### config.mk
export PLATFORM = sky130hd
export DESIGN_NAME = lsu_mem_port
export DESIGN_NICKNAME = d
export VERILOG_FILES = /design/src/rtl/lsu_mem_port.sv
export SDC_FILE = /design/constraint.sdc
export NUM_CORES = 1
export LEC_CHECK = 0
export ABC_AREA = 1
export BUFFER_PORTS_ARGS = -buffer_cell sky130_fd_sc_hd__buf_2
export CELL_PAD_IN_SITES_DETAIL_PLACEMENT = 0
export CELL_PAD_IN_SITES_GLOBAL_PLACEMENT = 1
export CORE_ASPECT_RATIO = 0.8
export CORE_MARGIN = 10
export CORE_UTILIZATION = 39
export CTS_BUF_LIST = sky130_fd_sc_hd__clkbuf_4
export DETAILED_ROUTE_END_ITERATION = 8
export GPL_TIMING_DRIVEN = 0
export HOLD_SLACK_MARGIN = 0.1
export PLACE_DENSITY_LB_ADDON = 0.1
export SETUP_SLACK_MARGIN = 0.2
export SLEW_MARGIN = 0
export SYNTH_ARGS = -nofsm -noshare
export SYNTH_HDL_FRONTEND = slang
export SYNTH_SLANG_ARGS = --single-unit
export TNS_END_PERCENT = 20
### constraint.sdc
create_clock -name clk -period 2.2 [get_ports clk]
set_input_delay 0.44 -clock clk [delete_from_list [all_inputs] [get_ports clk]]
set_output_delay 0.44 -clock clk [all_outputs]
set_load 0.05 [all_outputs]
### src/rtl/lsu_mem_port.sv
// lsu_mem_port
//   Load/store unit between the execute stage and a 32-bit word-addressed
//   data memory. Byte lanes are generated from funct3 and the low address
//   bits. A halfword or word access that crosses a word boundary is split
//   into two word beats. Load data is sign- or zero-extended on the way back.
//
// Ports
//   clk, rst_n      clock, asynchronous active-low reset
//   req_valid/ready core request handshake; the core stalls while req_ready=0
//   req_we          1 = store, 0 = load
//   req_funct3      000 b, 001 h, 010 w, 100 bu, 101 hu (others illegal)
//   req_addr        effective byte address
//   req_wdata       store data, right-aligned
//   resp_valid      one-cycle completion pulse
//   resp_rdata      extended load result (0 for stores and errors)
//   resp_err        illegal funct3, qualified by resp_valid
//   mem_req/ready   memory beat handshake
//   mem_we, mem_addr, mem_be, mem_wdata, mem_rdata   memory beat fields
//
// Handshakes: a request is taken on a rising edge where req_valid and
// req_ready are both 1. A memory beat completes on a rising edge where
// mem_req and mem_ready are both 1; until then every mem_* output holds.
module lsu_mem_port #(
  parameter int ADDR_WIDTH = 32,
  parameter int DATA_WIDTH = 32
) (
  input  logic                  clk,
  input  logic                  rst_n,
  input  logic                  req_valid,
  output logic                  req_ready,
  input  logic                  req_we,
  input  logic [2:0]            req_funct3,
  input  logic [ADDR_WIDTH-1:0] req_addr,
  input  logic [DATA_WIDTH-1:0] req_wdata,
  output logic                  resp_valid,
  output logic [DATA_WIDTH-1:0] resp_rdata,
  output logic                  resp_err,
  output logic                  mem_req,
  output logic                  mem_we,
  output logic [ADDR_WIDTH-1:0] mem_addr,
  output logic [3:0]            mem_be,
  output logic [DATA_WIDTH-1:0] mem_wdata,
  input  logic                  mem_ready,
  input  logic [DATA_WIDTH-1:0] mem_rdata
);

  typedef enum logic [1:0] {
    IDLE  = 2'd0,
    BEAT0 = 2'd1,
    BEAT1 = 2'd2,
    RESP  = 2'd3
  } state_t;

  state_t state, state_next;

  // Request latched at accept; every later output is derived from these.
  logic                  we_q;
  logic [2:0]            f3_q;
  logic [ADDR_WIDTH-1:0] addr_q;
  logic [DATA_WIDTH-1:0] wdata_q;
  logic                  err_q;
  logic [DATA_WIDTH-1:0] rd0_q;
  logic [DATA_WIDTH-1:0] rd1_q;

  logic                    req_illegal;
  logic [1:0]              off;
  logic [3:0]              size_mask;
  logic [7:0]              mask;
  logic                    split;
  logic [2*DATA_WIDTH-1:0] wide_wdata;
  logic [DATA_WIDTH-1:0]   load_word;
  logic [DATA_WIDTH-1:0]   load_ext;
  logic [ADDR_WIDTH-1:0]   base_addr;

  assign req_illegal = (req_funct3 == 3'b011) || (req_funct3 == 3'b110) ||
                       (req_funct3 == 3'b111);

  assign off = addr_q[1:0];

  always_comb begin
    size_mask = 4'b1111;
    case (f3_q[1:0])
      2'b00:   size_mask = 4'b0001;
      2'b01:   size_mask = 4'b0011;
      default: size_mask = 4'b1111;
    endcase
  end

  // Eight-lane mask across two consecutive words; the upper nibble is the
  // second beat, so any bit set there means the access is split.
  assign mask       = {4'b0000, size_mask} << off;
  assign split      = |mask[7:4];
  assign wide_wdata = {{DATA_WIDTH{1'b0}}, wdata_q} << {off, 3'b000};
  assign base_addr  = {addr_q[ADDR_WIDTH-1:2], 2'b00};

  // Lanes of both beats concatenated and shifted down; bytes beyond the
  // access size are dropped by the extension below.
  assign load_word = DATA_WIDTH'({rd1_q, rd0_q} >> {off, 3'b000});

  always_comb begin
    load_ext = '0;
    case (f3_q)
      3'b000:  load_ext = {{(DATA_WIDTH-8){load_word[7]}}, load_word[7:0]};
      3'b001:  load_ext = {{(DATA_WIDTH-16){load_word[15]}}, load_word[15:0]};
      3'b010:  load_ext = load_word;
      3'b100:  load_ext = {{(DATA_WIDTH-8){1'b0}}, load_word[7:0]};
      3'b101:  load_ext = {{(DATA_WIDTH-16){1'b0}}, load_word[15:0]};
      default: load_ext = '0;
    endcase
  end

  always_ff @(posedge clk or negedge rst_n) begin
    if (!rst_n) begin
      state   <= IDLE;
      we_q    <= 1'b0;
      f3_q    <= 3'b000;
      addr_q  <= '0;
      wdata_q <= '0;
      err_q   <= 1'b0;
      rd0_q   <= '0;
      rd1_q   <= '0;
    end else begin
      state <= state_next;
      if (state == IDLE && req_valid) begin
        we_q    <= req_we;
        f3_q    <= req_funct3;
        addr_q  <= req_addr;
        wdata_q <= req_wdata;
        err_q   <= req_illegal;
      end
      if (state == BEAT0 && mem_ready) rd0_q <= mem_rdata;
      if (state == BEAT1 && mem_ready) rd1_q <= mem_rdata;
    end
  end

  always_comb begin
    state_next = state;
    case (state)
      IDLE:    if (req_valid) state_next = req_illegal ? RESP : BEAT0;
      BEAT0:   if (mem_ready) state_next = split ? BEAT1 : RESP;
      BEAT1:   if (mem_ready) state_next = RESP;
      RESP:    state_next = IDLE;
      default: state_next = IDLE;
    endcase
  end

  // Outputs depend only on state and latched registers, never on mem_ready.
  always_comb begin
    req_ready  = (state == IDLE);
    resp_valid = 1'b0;
    resp_rdata = '0;
    resp_err   = 1'b0;
    mem_req    = 1'b0;
    mem_we     = 1'b0;
    mem_addr   = '0;
    mem_be     = 4'b0000;
    mem_wdata  = '0;
    case (state)
      BEAT0: begin
        mem_req   = 1'b1;
        mem_we    = we_q;
        mem_addr  = base_addr;
        mem_be    = mask[3:0];
        mem_wdata = wide_wdata[DATA_WIDTH-1:0];
      end
      BEAT1: begin
        mem_req   = 1'b1;
        mem_we    = we_q;
        mem_addr  = base_addr + ADDR_WIDTH'(4);
        mem_be    = mask[7:4];
        mem_wdata = wide_wdata[2*DATA_WIDTH-1:DATA_WIDTH];
      end
      RESP: begin
        resp_valid = 1'b1;
        resp_err   = err_q;
        if (!we_q && !err_q) resp_rdata = load_ext;
      end
      default: ;
    endcase
  end

endmodule

==> After elaboration in Yosys (flattened, before gate mapping) <==
Cells that the tools add are included.
{ "classes": {"add_sub_neg": 1, "multipliers": 0, "n_div": 0, "order_cmp": 0, "eq_ne": 14, "shifts": 3, "n_mux": 17, "n_bitwise": 0, "n_reduce_logical": 14} }
{ "op_table": {"columns": ["operator", "n"], "rows": [
  ["32-bit one-hot mux with 5 select lines", 1],
  ["32-bit one-hot mux with 2 select lines", 2],
  ["32-bit two-way mux", 2],
  ["32-bit by 5-bit left shift with 64-bit output", 1],
  ["64-bit by 5-bit right shift with 32-bit output", 1],
  ["32-bit by 3-bit adder with 32-bit output, second input constant", 1],
  ["4-bit one-hot mux with 2 select lines", 2],
  ["3-bit == test, second input constant", 4],
  ["2-bit two-way mux", 4],
  ["2-bit one-hot mux with 4 select lines", 1],
  ["4-bit by 2-bit left shift with 8-bit output", 1],
  ["3-bit by 2-bit == test with 1-bit output, second input constant", 2],
  ["2-bit inequality test, second input constant", 3],
  ["1-bit two-way mux", 5],
  ["2-bit by 1-bit == test with 1-bit output, second input constant", 2],
  ["2-bit == test, second input constant", 2],
  ["1-bit logical AND", 4],
  ["2-bit zero test", 2],
  ["4-bit OR reduction", 1],
  ["3-bit by 1-bit == test with 1-bit output, second input constant", 1],
  ["3-bit zero test", 1],
  ["3-bit AND reduction", 1],
  ["1-bit zero test", 2],
  ["1-bit logical OR", 2],
  ["2-bit OR reduction", 1]
]} }
{ "word_totals": {"ff_bits": 135, "latch_bits": 0, "ram_bits": 0, "mem_bits_ro": 0, "in_bits": 104, "out_inout_bits": 105, "word_cells": 57, "mem_count": 0} }

==> Logic depth before layout (Yosys ltp) <==
{ "depth": {"ltp_word": 7, "ltp_mapped": 11, "mapped_depth_nobuf": 10} }

==> Least setup slack after synthesis <==
No wires, ideal clock.
{ "synth_path": {"path_kind": "reg2out", "startpoint": "reg state[0]", "endpoint": "out mem_be[3]", "arrival_time_ns": 2.727, "t_required_ns": 1.760, "slack_ns": -0.967, "stages_incl_launch_ff": 6, "path_buffers": 1, "path_cell_list": "dfrtp_1 inv_1 ha_1 nand2_1 clkbuf_1 a211oi_1"} }
{ "synth_via": {"elab_chain_cells": 2, "elab_cells_between_ends": 3, "classes_between": "eq/ne (2); mux (1)"} }
{ "synth_lines": {"columns": ["element", "line_no", "source"], "rows": [
  ["from (decl)", "54", "state_t state, state_next;"],
  ["from (signal assigned)", "123", "state <= state_next;"],
  ["2-bit == test or 2-bit by 1-bit == test with 1-bit output (tied branches)", "158", "case (state)"],
  ["4-bit one-hot mux with 2 select lines (*)", "158", null],
  ["to (decl)", "41", "output logic [3:0] mem_be,"]
]} }
Every way passes the cells marked *; elsewhere a longest branch is shown, timed or not.

==> Worst setup path after layout <==
{ "layout_path": {"startpoint": "reg addr_q[0]", "endpoint": "out resp_rdata[18]"} }
{ "layout_via": {"elab_chain_cells": 4} }
{ "layout_lines": {"columns": ["element", "line_no", "source"], "rows": [
  ["from (decl)", "59", "logic [ADDR_WIDTH-1:0] addr_q;"],
  ["from (signal assigned)", "127", "addr_q <= req_addr;"],
  ["64-bit by 5-bit right shift with 32-bit output", "98", "assign load_word = DATA_WIDTH'({rd1_q, rd0_q} >> {off, 3'b000});"],
  ["32-bit one-hot mux with 5 select lines", "102", "case (f3_q)"],
  ["32-bit two-way mux", "176", "if (!we_q && !err_q) resp_rdata = load_ext;"],
  ["32-bit two-way mux", "158", null],
  ["to (decl)", "36", "output logic [DATA_WIDTH-1:0] resp_rdata,"]
]} }
Every way passes these cells.

==> results.ini <==
[setup_path]
critical_path.endpoint_type = output port
crit_arrival_ns = 2.26
r2r_cells = 5
rr_endpoint = rd0_q[7]$_DFFE_PN0P_
startpoint_type = flop
critPathLaunch = addr_q[0]$_DFFE_PN0P_
crit_path_max_fanout = 10
regToRegSetupSlack_ns = 0.28
endpoint = resp_rdata[18]
setup.worst_path.class = reg2out
rr_startpoint = state[0]$_DFFE_PN0P_
crit_required_ns = 1.76

[status]
violations = setup timing
status = finished, violations left

[drt]
drt-initial-drc-count = 961
via_count = 9960
drc = 0
drtPass1Iterations = 5
drt-total-wl_mm = 38.1
detail-route-antenna-nets = 0
vias_per_cell = 5.33
avgRoutedWirePerCell_um = 20.4

[timing]
fmax_ghz = 0.370
worstMarginPinSlew_ns = 0.651
hold_ws_ns = 0.105
slew_headroom_pct = 56.6
finalCritPeriodShare_pct = 123
finalMaxSlewViolations = 0
finalSetupViolCount = 100
hold_viol = 0
fin_crit_ns = 2.70
setup_ws_ns = -0.499
rsz0062_at_grt = true
final.setup_skew_ns = 0.0258

[placed_design]
place.port_buffers = 206
place_ws_ns = -0.439
dp.cells = 1705
gp_congestion = 0.940
dpl.hpwl_mm = 27.0

[cells_and_area]
fillers = 1803
layout_commonest_cell = nand2_1
areaGrowthSynthToFinish_pct = 67.3
final_cells = 1869
antenna_cells = 0
drive_gt1_share_pct = 41.8
final_cell_mix = 366 x nand2_1, 112 x buf_2, 111 x dfrtp_1
final_util_pct = 66.8
nets = 1696

[global_route]
grt_antenna_before_repair = 0
grt_usage_pct = 26.1
grt_overflow = 0
grt_pass1_wl_mm = 56.0
grt_max_degree = 69
grt_pass1_vias = 9522

[clocking]
root_buffer = clkbuf_4
cts_buffers = 17
cts_sinks = 127
clkSlewWorstSetupHoldPaths_ns = 0.14
clk_path_buf_depth = 2
htree_levels = 4
tritoncts = done
clock_latency_ns = 0.60

[floorplan]
die_y_um = 151
dieArea_um2 = 27700
die_w_um = 183
io_pins = 209
start_util_pct = 39.9
core_area_um2 = 20900
row_count = 47

[power_and_ir_drop]
peakVddDrop_mv = 0.968
total_leakage_power_nw = 6.68
finalPower_mw = 23.7
power_density_nw_per_um2 = 1700

[logic_synthesis]
synth-edff-count = 0
synth_area_um2 = 8330
synth-seq-cells = 127
synth_ff_type = dfrtp_1
ys_types = 36
syn_avg_cell_area_um2 = 6.79
ys_warn_count = 0
netlist_instances = 1228
synth_async_sr_flop_share_pct = 100
synth_seq_area_share_pct = 38.1

[worst_hold_path]
hold_class = in2reg

[run]
maxCapViolations = 0

-- registers in the layout, indices dropped and copies added (netlist names) --
register and cells:
f3_q 3, we_q 1, err_q 1, addr_q 32, state 2, rd0_q 32, rd1_q 24, wdata_q 32
-- final cells by class --
type	instances	area, um2	share of cell area, %
multi-input cells	918	5730	41.1
flip-flops and latches	127	3200	22.9
repair buffers	336	3080	22.1
plain buffers	69	731	5.24
inverters	118	522	3.74
well taps	269	337	2.41
clock inverters	15	214	1.53
clock buffers	17	128	0.915
-- metal layers --
metal,vias to the layer above,track usage [%],part of all wire [%]
met5,-,0,0
met4,0,3.89,0.91
met3,35,7.56,11
met2,471,37.0,43
met1,4745,38.6,46
li1,4709,-,-
-- Yosys cell counts, types with 2 or more instances --
| cell | count | area, um2 |
|---|---|---|
| nand2_1 | 433 | 1630 |
| dfrtp_1 | 127 | 3180 |
| o21ai_0 | 125 | 626 |
| inv_1 | 111 | 417 |
| nor2_1 | 98 | 368 |
| a21oi_1 | 71 | 355 |
| nand3_1 | 63 | 315 |
| mux2_2 | 46 | 518 |
| buf_2 | 34 | 170 |
| clkbuf_1 | 24 | 90.1 |
| a31oi_1 | 23 | 144 |
| nand4_1 | 18 | 113 |
| buf_4 | 7 | 52.6 |
| ha_1 | 5 | 62.6 |
| buf_1 | 4 | 15.0 |
| inv_2 | 4 | 15.0 |
| a22oi_1 | 3 | 22.5 |
| clkinv_1 | 3 | 11.3 |
| nand2_2 | 3 | 18.8 |
| nor2_2 | 3 | 18.8 |
| o211ai_1 | 3 | 22.5 |
| o21ai_1 | 3 | 15.0 |
| nor2_4 | 2 | 22.5 |
| nor3_1 | 2 | 10.0 |
| o22ai_1 | 2 | 12.5 |
-- per-stage QoR --
step / setup TNS (ns) / cell area, um2
after floorplan: 0 / 8900
after global placement: -158.05 / 10300
after detailed placement: -18.07 / 10300
after CTS: -41.04 / 12900
after global routing: -48.89 / 13900
final: -39.48 / 13900
-- repair_timing --
action                                  in CTS  in global routing
hold buffers                                70                  1
setup buffers                               27                 27
gates resized for setup                    402                243
gates cloned                                 4                  3
pin swaps                                   29                 50
hold endpoints to repair                   137                  2
endpoints found under the setup margin     111                144
-- kinds of logic after synthesis --
kind of cell             Yosys count  synth area share (%)
flip-flops                       127                  38.1
adder cells (fa/ha/maj)            5                 0.751
other                              1                0.0450
buffers and inverters            187                  9.25
AO/OA/AOI/OAI                    235                  15.0
AND/OR/NAND/NOR                  626                  30.5
multiplexers                      47                  6.34
-- critical path, cell delays in order (launching register included) --
cell     delay (ns)
dfrtp_1        0.41
buf_6          0.14
buf_12         0.14
buf_12         0.15
nand2_4        0.09
o21ai_4        0.07
o21ai_2        0.19
nand2_1        0.09
nand3_1        0.08
nand2_1        0.08
inv_1          0.07
buf_6          0.15
-- power breakdown --
group | total (mW) | switching, mW | internal (mW)
clock network | 1.99 | 1.23 | 0.762
registers | 4.78 | 1.30 | 3.48
logic | 16.9 | 10.4 | 6.49
total | 23.7 | 13.0 | 10.7
-- worst min path at each step --
| stage | start | endpoint | slack (ns) | cells past startpoint |
|---|---|---|---|---|
| 6_report | req_funct3[2] | f3_q[2]$_DFFE_PN0P_ | 0.11 | 2 |
| 5_1_grt | req_funct3[2] | f3_q[2]$_DFFE_PN0P_ | 0.1 | 2 |
| 4_1_cts | req_addr[10] | addr_q[10]$_DFFE_PN0P_ | 0.10 | 3 |
| 3_5_place_dp | rst_n | rd0_q[27]$_DFFE_PN0P_ | 0.47 | 1 |
| 3_3_place_gp | rd1_q[13]$_DFFE_PN0P_ | rd1_q[13]$_DFFE_PN0P_ | 0.47 | 2 |
| 2_1_floorplan | rst_n | addr_q[0]$_DFFE_PN0P_ | 0.14 | 0 |
No activity file was read; power rests on OpenSTA's default activity.
